==> config.mk <==
export PLATFORM = sky130hd
export DESIGN_NAME = write_result_seq
export DESIGN_NICKNAME = d
export VERILOG_FILES = /design/src/rtl/write_result_seq_pkg.sv /design/src/rtl/write_result_seq.sv
export SDC_FILE = /design/constraint.sdc
export NUM_CORES = 1
export LEC_CHECK = 0
export ABC_AREA = 0
export BUFFER_PORTS_ARGS = -buffer_cell sky130_fd_sc_hd__buf_2
export CAP_MARGIN = 20
export CORE_MARGIN = 2
export CORE_UTILIZATION = 40
export CTS_BUF_LIST = sky130_fd_sc_hd__clkbuf_2
export CTS_CLUSTER_SIZE = 40
export DETAILED_ROUTE_END_ITERATION = 6
export PLACE_DENSITY_LB_ADDON = 0.05
export SYNTH_ARGS = -nofsm -noshare
export SYNTH_HDL_FRONTEND = slang
export SYNTH_SLANG_ARGS = --single-unit
==> constraint.sdc <==
create_clock -name clk -period 1.77 [get_ports clk]
set_clock_uncertainty 0.1 [all_clocks]
set_input_delay 0.2655 -clock clk [delete_from_list [all_inputs] [get_ports clk]]
set_output_delay 0.2655 -clock clk [all_outputs]
set_load 0.05 [all_outputs]
==> src/rtl/write_result_seq_pkg.sv <==
// Shared convolution package: write-out FSM encodings, trigger default and width helper.
package write_result_seq_pkg;

  typedef enum logic [1:0] {
    ST_IDLE  = 2'd0,
    ST_WRITE = 2'd1,
    ST_DONE  = 2'd2
  } wr_state_t;

  localparam logic [3:0] TRIG_STATE_DEF = 4'd5;

  // $clog2 floored at one bit so single-word/single-channel configs keep a real port
  function automatic int clog2_min1(input int n);
    return (n <= 2) ? 1 : $clog2(n);
  endfunction

endpackage

==> src/rtl/write_result_seq.sv <==
// Sequences the write-out of one result (OUTPUT_SIZE words x NUM_CH channels)
// with ready/valid handshake, launched by the rising edge of the trigger condition.
module write_result_seq
  import write_result_seq_pkg::*;
#(
  parameter int         OUTPUT_SIZE = 10,
  parameter int         NUM_CH      = 1,
  parameter logic [3:0] TRIG_STATE  = TRIG_STATE_DEF,
  localparam int        SEL_W       = clog2_min1(OUTPUT_SIZE),
  localparam int        CH_W        = clog2_min1(NUM_CH)
) (
  input  logic             clk,
  input  logic             rst,
  input  logic [3:0]       state,
  input  logic [15:0]      counter_ifm,
  input  logic [3:0]       counter_compute,
  input  logic             ready,
  input  logic             overrun_clr,
  output logic             valid_data,
  output logic [SEL_W-1:0] sel_data,
  output logic [CH_W-1:0]  ch_sel,
  output logic             last,
  output logic             busy,
  output logic             done,
  output logic             overrun
);

  localparam logic [SEL_W-1:0] SEL_LAST = SEL_W'(OUTPUT_SIZE - 1);
  localparam logic [CH_W-1:0]  CH_LAST  = CH_W'(NUM_CH - 1);

  wr_state_t        st_q, st_d;
  logic             trig, trig_q, armed_q, trig_rise, xfer;
  logic             valid_d, last_d, done_d;
  logic [SEL_W-1:0] sel_d;
  logic [CH_W-1:0]  ch_d;

  assign trig = (state == TRIG_STATE) && (counter_ifm == 16'd0) && (counter_compute != 4'd0);
  // armed_q blocks a trigger that was already high when reset released
  assign trig_rise = trig && !trig_q && armed_q;
  assign xfer      = valid_data && ready;

  always_comb begin
    st_d    = st_q;
    valid_d = 1'b0;
    sel_d   = '0;
    ch_d    = '0;
    done_d  = 1'b0;
    unique case (st_q)
      ST_IDLE: begin
        if (trig_rise) begin
          st_d    = ST_WRITE;
          valid_d = 1'b1;
        end
      end
      ST_WRITE: begin
        valid_d = 1'b1;
        sel_d   = sel_data;
        ch_d    = ch_sel;
        if (xfer) begin
          if (last) begin
            st_d    = ST_DONE;
            valid_d = 1'b0;
            sel_d   = '0;
            ch_d    = '0;
            done_d  = 1'b1;
          end else if (sel_data == SEL_LAST) begin
            sel_d = '0;
            ch_d  = ch_sel + CH_W'(1);
          end else begin
            sel_d = sel_data + SEL_W'(1);
          end
        end
      end
      ST_DONE: st_d = ST_IDLE;
      default: st_d = ST_IDLE;
    endcase
    last_d = valid_d && (sel_d == SEL_LAST) && (ch_d == CH_LAST);
  end

  always_ff @(posedge clk) begin
    if (rst) begin
      st_q       <= ST_IDLE;
      trig_q     <= 1'b0;
      armed_q    <= 1'b0;
      valid_data <= 1'b0;
      sel_data   <= '0;
      ch_sel     <= '0;
      last       <= 1'b0;
      busy       <= 1'b0;
      done       <= 1'b0;
      overrun    <= 1'b0;
    end else begin
      st_q       <= st_d;
      trig_q     <= trig;
      if (!trig) armed_q <= 1'b1;
      valid_data <= valid_d;
      sel_data   <= sel_d;
      ch_sel     <= ch_d;
      last       <= last_d;
      busy       <= (st_d != ST_IDLE);
      done       <= done_d;
      // a new trigger while busy wins over a same-cycle clear
      if (trig_rise && (st_q != ST_IDLE)) overrun <= 1'b1;
      else if (overrun_clr)               overrun <= 1'b0;
    end
  end

endmodule

Yosys cells after proc, flatten, opt, wreduce, memory -nomap -nowiden:

Index checks and enable logic that the tools add are counted.
Widths: inputs -> output; s select.

* add/subtract/negate cells: 2
* eq/ne operators: 4
* mux-type cells: 19
* bitwise gates (word level): 3
* reductions and logical operators: 16

Operators with widths (number)
* $logic_not 16->1: 1
* $mux 4: 4
* $mux 1: 10
* $eq 4x4->1 const B: 2
* $logic_and 1x1->1: 8
* $mux 2: 3
* $reduce_bool 2->1: 3
* $add 4x1->4 const B: 1
* $eq 4x3->1 const B: 1
* $pmux 2 s2: 1
* $reduce_bool 4->1: 1
* $not 1->1: 3
* $reduce_or 3->1: 1
* $eq 2x1->1 const B: 1
* $logic_not 2->1: 1
* $pmux 1 s2: 1
* $add 1x1->1 const B: 1
* $logic_not 1->1: 1

* flip-flop bits (word level): 14
* input bits: 28
* output and inout port bits: 10
* word-level logic and storage cells: 54

Depth between registers and ports, before layout:

Gate-level depths: netlist of the first run.

* word-level depth: 9
* depth in mapped cells: 6
* depth with buffers taken out: 6

Worst setup path before layout of the first run:

OpenSTA, ideal clock, no wires.

* kind: register -> register
* from: reg sel_data[1]
* to: reg sel_data[2]
* library setup time: 0.073 ns
* data arrival time: 1.629 ns
* required time: 1.597 ns
* setup slack: -0.032 ns
* stages on the path, launching flop included: 6
* path through: dfxtp_1 inv_1 ha_1 and3b_1 or3_1 a21oi_1

* cells in the longest elaborated chain, start to end: 5
* elaborated cells between the ends (all ways): 6
* classes of those cells: add/sub: 1; eq/ne: 1; mux: 4

RTL lines
* start, declared: RTL line write_result_seq.sv:20 `output logic [SEL_W-1:0] sel_data,`
* start signal, assigned: RTL line write_result_seq.sv:97 `sel_data <= sel_d;`
* $add 4x1->4 / $eq 4x4->1 (equally long branches): RTL line write_result_seq.sv:70, write_result_seq.sv:66
* $mux 4 *: RTL line write_result_seq.sv:66 `end else if (sel_data == SEL_LAST) begin`
* $mux 4 *: RTL line write_result_seq.sv:60 `if (last) begin`
* $mux 4 *: RTL line write_result_seq.sv:59 `if (xfer) begin`
* $mux 4 *: RTL line write_result_seq.sv:48 `unique case (st_q)`

Every way passes the cells marked *; elsewhere a longest branch is shown, timed or not.
A chain may end at the register's enable or synchronous reset.

Worst setup path in the final report of the first run:

* from: in counter_ifm[13]
* to: reg busy

* cells in the longest elaborated chain, start to end: 8

RTL lines
* start, declared: RTL line write_result_seq.sv:15 `input logic [15:0] counter_ifm,`
* $logic_not 16->1: RTL line write_result_seq.sv:37 `assign trig = (state == TRIG_STATE) && (counter_ifm == 16'd0) && (counter_compute != 4'd0);`
* $logic_and 1x1->1 (2 in a row): RTL line write_result_seq.sv:37
* $logic_and 1x1->1 (2 in a row): RTL line write_result_seq.sv:39 `assign trig_rise = trig && !trig_q && armed_q;`
* $mux 2: RTL line write_result_seq.sv:50 `if (trig_rise) begin`
* $pmux 2 s2: RTL line write_result_seq.sv:48
* $reduce_bool 2->1: RTL line write_result_seq.sv:100 `busy <= (st_d != ST_IDLE);`
* end signal, assigned: RTL line write_result_seq.sv:100
* end, declared: RTL line write_result_seq.sv:23 `output logic busy,`

No other way between the ends.

==> summary.txt, run 1 <==
Cells and area
  – Nets: 150
  – Most frequent cells in the layout: buf_2, dfxtp_1, nor2_1
  – Inserted Diodes: 0
  – Share of layout cells above drive strength 1: 0.403
  – Layout area overhead: 35.6%
  – Final non-filler cell total: about 140
  – Commonest non-fill, non-tap cell in the layout: buf_2
  – Final instance area: a little over 900 um^2
  – Fill cells: 147

Clock network
  – Post-CTS Resized: 0
  – CTS tree: done
  – CTS buffer count: 3
  – Clock-pin slew on the worst setup and hold paths: approximately 0.14 ns
  – Setup Buffers After CTS: 0
  – Clock root cell: clkbuf_2
  – Post-CTS Hold Buffers: 0
  – Clk Latency, worst-skew pair: 0.28 ns
  – Clock sinks: 14
  – H-tree levels: 1
  – Maximum buffer depth of the clock tree: 2

Route
  – First drt pass iteration count: 4
  – Final WL: roughly 1500 um
  – Post-route ant nets: 0
  – Avg WL per Cell: 10.9 um
  – Initial DRC count: 6
  – Vias: 694
  – Drt via density: 5.14
  – # DRC: 0

Yosys
  – Sequential share of the synthesized area: 0.416
  – Synthesized area: 674 um^2
  – Synth cell types: 30
  – Ys Warns: 0
  – Mapped Cells: 76
  – Syn avg cell area: 8.87 um^2
  – Syn_nets: 106
  – Flops & latches, synth: 14

STA
  – Final Hold Vio Count: 0
  – Endpoints failing setup: 0
  – Worst Tran Pin Value: ~0.48 ns
  – Post-route minimum period: 1.53 ns
  – Final worst slack: 0.238 ns
  – F_max: 653 MHz
  – Final Max Tran Viols: 0
  – Fin crit share: 0.866
  – Unrepaired setup endpoints after global routing: false
  – Slew margin rel.: 0.679

Placed design
  – IO Port Bufs: 37
  – HPWL Detailed: 1190 um
  – Post-DP Area: roughly 900 um^2
  – Final GP Congestion: between 0.7 and 0.8
  – Dpl cells: 131
  – Worst slack, placed: -0.0913 ns

Floorplan
  – I/O pin count: 38
  – Die extent in y: 45.1 um
  – Initial Util: 0.438
  – Core area: 0.00154 mm^2
  – Die Footprint: 0.00203 mm^2
  – Die W: 45.1 um
  – Row cnt: 14

GRT
  – Number of global-route vias before repair: between 600 and 700
  – Total GRT Usage: 0.164
  – First-pass GRT wire length: 2390 um
  – Largest net degree at the start of global routing: 9
  – Initial antenna violation count: 0
  – Overflow after GRT: 0

Power
  – Leakage power figure: 0.000411 uW
  – Post-layout power: 511 uW
  – Max VDD drop: 0.355 mV
  – Cell Pwr Density: 559 mW/mm^2

Hold path
  – Worst min-delay path class: primary input to register
  – Hold path cells: 2
  – Worst hold endpoint: overrun
  – Hold_sp: rst

Setup path
  – Critical path endpoint category: register
  – Top cell family by delay on the critical path: simple AND/OR/NAND/NOR gates
  – Reg2Reg Depth: 5
  – CP max FO: 4
  – Crit path from: counter_ifm[13]
  – Worst path slowest cell: or4_4
  – Critical Path AT: approximately 1.6 ns
  – Crit path cell chain: buf_2 -> or4_4 -> nor4_4 -> buf_4 -> a31oi_1 -> nor3_1
  – Critical path startpoint category: primary input
  – Worst path max stage delay: roughly 0.53 ns
  – Reg-to-Reg Start: sel_data[1]
  – Reg-to-Reg End: sel_data[2]
  – Req. time, crit path: ~1.9 ns
  – R2R Setup Slk: 0.24 ns
  – Crit path kind: primary input to register
  – CP bufs+invs: 2

Job
  – Max cap viols: 0

Run status
  – Status: finished, final reports clean
## sequential cells by signal, summed over array words and instances (netlist names)
signal,cells
ch_sel,1
st_q,2
busy,1
trig_q,1
done,1
armed_q,1
last,1
valid_data,1
overrun,1
sel_data,4
## cells by family after synthesis
kind of cell | after synthesis | synth area share
AOI/OAI and AO/OA | 15 | 0.150
buffers and inverters | 2 | 0.0111
and+or+nand+nor | 41 | 0.360
DFF | 14 | 0.416
xor gates and xnor gates | 2 | 0.0260
adders and majority gates | 2 | 0.0371
## per-stage QoR
stage	hold WS, ns	util	setup TNS [ns]
floorplan	0.235	-	0
global placement	0.359	0.581	-0.0551
detailed placement	0.361	0.581	-0.185
CTS	0.0972	0.593	0
global route	0.0894	0.593	0
finish	0.104	0.593	0
## Yosys cell counts (all sizes together)
cell      n  area share
a211oi    1       0.019
a21bo     1       0.015
a21oi     4       0.030
a22oi     1       0.011
a31oi     2       0.019
and2      1      0.0093
and3b     1       0.013
dfxtp    14        0.42
ha        2       0.037
inv       2       0.011
nand2     9       0.050
nand2b    2       0.019
nand3     1      0.0074
nand3b    1       0.011
nand4     3       0.037
nand4bb   1       0.017
nor2     11       0.061
nor3      2       0.015
nor3b     1       0.011
nor4      3       0.050
o2111ai   1       0.013
o211ai    1       0.011
o21ai     2       0.015
o22ai     2       0.019
or3       1      0.0093
or4       4       0.050
xor2      2       0.026
## power by group
part	leakage (uW)	internal (uW)	switching [uW]
logic	0.000283	25.4	14.7
registers	0.000114	316	0.234
clock network	0.0000140	49.1	105
total	0.000411	391	120
## how the worst max path moves through the flow
stage | end | depth (start not counted) | slack, ns
6_report | busy | 6 | 0.24
5_1_grt | busy | 6 | 0.16
4_1_cts | busy | 6 | 0.22
3_5_place_dp | busy | 6 | -0.09
3_3_place_gp | overrun | 6 | -0.04
2_1_floorplan | last | 4 | 0.06
## metal layers
| metal | GRT usage | wire length (um) | vias to the layer above |
|---|---|---|---|
| li1 | - | - | 367 |
| met1 | 0.208 | 703 | 294 |
| met2 | 0.254 | 611 | 29 |
| met3 | 0.0400 | 140 | 4 |
| met4 | 0.0882 | 19 | 0 |
| met5 | 0 | 0 | - |
## cell type report
cell class	instances	area, um^2	area share
multi-input cells	60	387	0.423
flip-flops and latches	14	282	0.308
repair buffers	39	200	0.219
well taps	16	20.0	0.0219
clock buffers	3	15.0	0.0164
inverters	2	7.51	0.00821
clock inverters	1	3.75	0.00410
No activity file was read; power rests on OpenSTA's default activity.
==> run 2, diff against run 1 <==
--- a/config.mk
+++ b/config.mk
@@ -6,14 +6,15 @@
 export NUM_CORES = 1
 export LEC_CHECK = 0
 export ABC_AREA = 0
-export BUFFER_PORTS_ARGS = -buffer_cell sky130_fd_sc_hd__buf_2
 export CAP_MARGIN = 20
-export CORE_MARGIN = 2
-export CORE_UTILIZATION = 40
+export CORE_AREA = 2 2 39 41
 export CTS_BUF_LIST = sky130_fd_sc_hd__clkbuf_2
 export CTS_CLUSTER_SIZE = 40
 export DETAILED_ROUTE_END_ITERATION = 6
+export DIE_AREA = 0 0 41 43
+export DONT_BUFFER_PORTS = 1
 export PLACE_DENSITY_LB_ADDON = 0.05
+export RECOVER_POWER = 50
 export SYNTH_ARGS = -nofsm -noshare
 export SYNTH_HDL_FRONTEND = slang
 export SYNTH_SLANG_ARGS = --single-unit
==> summary.txt, run 2 (synthesized netlist as in run 1, its figures left out) <==
Setup path
  – Critical path startpoint category: register
  – CP max FO: 7
  – Req. time, crit path: 1.89 ns
  – Crit path cell chain: inv_1 -> ha_1 -> and3b_1 -> or3_1 -> a21oi_1
  – Critical path endpoint category: register
  – Critical Path AT: roughly 1.7 ns
  – Worst path slowest cell: dfxtp_2
  – Worst path max stage delay: 0.42 ns
  – Crit path kind: register to register

Cells and area
  – Layout area overhead: 13.4%
  – Nets: 120
  – Max reg flops: 4
  – Commonest non-fill, non-tap cell in the layout: dfxtp_1
  – Fill cells: 137
  – Final core occ: 0.552
  – Top flop regs: sel_data (4), st_q (2)
  – Reg with most FFs: sel_data
  – Final non-filler cell total: 104
  – Most frequent cells in the layout: dfxtp_1, nor2_1, nand2_1
  – Share of layout cells above drive strength 1: 0.170
  – Inserted Diodes: 0

STA
  – Final worst slack: 0.213 ns
  – Slew margin rel.: 0.578
  – Post-route minimum period: 1.56 ns
  – Setup TNS: 0 ns
  – Worst Tran Pin Value: ~0.63 ns
  – Endpoints failing setup: 0
  – Final Max Tran Viols: 0
  – Fin crit share: 0.879
  – F_max: around 640 MHz
  – Unrepaired setup endpoints after global routing: false
  – Final Hold Vio Count: 0

GRT
  – First-pass GRT wire length: 2270 um
  – Largest net degree at the start of global routing: 9
  – Total GRT Usage: 0.197
  – Initial antenna violation count: 0
  – Number of global-route vias before repair: 536
  – Overflow after GRT: 0
  – Met3 Track Usage GR: 0.0576
  – Met2 Use GR: 0.259
  – Grt peak-use layer: met1
  – Met1 Use GR: 0.261

Floorplan
  – Core area: 0.00138 mm^2
  – Die extent in y: roughly 43 um
  – Initial Util: 0.487
  – Row cnt: 14
  – I/O pin count: 38
  – Die Footprint: 0.00176 mm^2
  – Die W: 41 um

Clock network
  – CTS tree: done
  – Maximum buffer depth of the clock tree: 2
  – Clk Latency, worst-skew pair: 0.29 ns
  – H-tree levels: 1
  – Clock-pin slew on the worst setup and hold paths: 0.13 ns
  – CTS buffer count: 3
  – Post-CTS Resized: 0
  – Clock root cell: clkbuf_2
  – Clock sinks: 14

Route
  – # DRC: 0
  – First drt pass iteration count: 5
  – Post-route ant nets: 0
  – Avg WL per Cell: 13.4 um
  – Vias: 601
  – Final WL: 1390 um
  – Drt via density: 5.78
  – Initial DRC count: 5

Power
  – Post-layout power: 476 uW
  – Max VDD drop: 0.358 mV
  – Leakage power figure: around 0.00027 uW
  – Cell Pwr Density: between 600 and 700 mW/mm^2

Hold path
  – Worst min-delay path class: primary input to register

Placed design
  – Dpl cells: 100
  – HPWL Detailed: a little over 1000 um
  – Worst slack, placed: roughly 0.033 ns
  – IO Port Bufs: 0
  – Final GP Congestion: 0.787

Run status
  – Status: finished, final reports clean

Job
  – Max cap viols: 0
## run 2: final cells by class
| class | count | area, um^2 | area share |
|---|---|---|---|
| multi-input cells | 60 | 378 | 0.494 |
| well taps | 16 | 20.0 | 0.0262 |
| flip-flops and latches | 14 | 282 | 0.368 |
| inverters | 2 | 7.51 | 0.00982 |
| repair buffers | 9 | 62.6 | 0.0818 |
| clock buffers | 3 | 15.0 | 0.0196 |
## run 2: path summary, 6_finish.rpt
check              start     endpoint  slack (ns)  depth (start not counted)
min reg2reg      armed_q      armed_q        0.38                          2
min          overrun_clr      overrun        0.06                          2
max reg2reg  sel_data[1]  sel_data[2]        0.21                          5
max          sel_data[1]  sel_data[2]        0.21                          5
## run 2: what timing repair did
item | in CTS | in global routing
hold buffers | 1 | 0
buffers inserted | 0 | 0
endpoints found under the setup margin | 0 | 0
hold endpoints to repair | 4 | 0
## run 2: per-layer routing
| metal | vias up | routed length (um) |
|---|---|---|
| met5 | - | 0 |
| met4 | 0 | 46 |
| met3 | 5 | 70 |
| met2 | 16 | 599 |
| met1 | 274 | 674 |
| li1 | 306 | - |
## run 2: critical path: cells and delay by family (launching register included)
kind                       cells  cell delay [ns]
buffers and inverters          1             0.06
DFF                            1             0.42
and+or+nand+nor                2             0.60
AOI/OAI and AO/OA              1             0.12
adders and majority gates      1             0.18
## run 2: through the flow
step	area (um^2)	hold WS, ns
2_1_floorplan	676	0.235
3_3_place_gp	756	0.236
3_5_place_dp	756	0.239
4_1_cts	781	0.0588
5_1_grt	764	0.0598
6_report	764	0.0559
## run 2: report_power, final
| part | total (uW) | switching, uW | internal [uW] |
|---|---|---|---|
| clock | 148 | 102 | 46.2 |
| combinational | 11.9 | 5.36 | 6.50 |
| sequential | 316 | 0.239 | 316 |
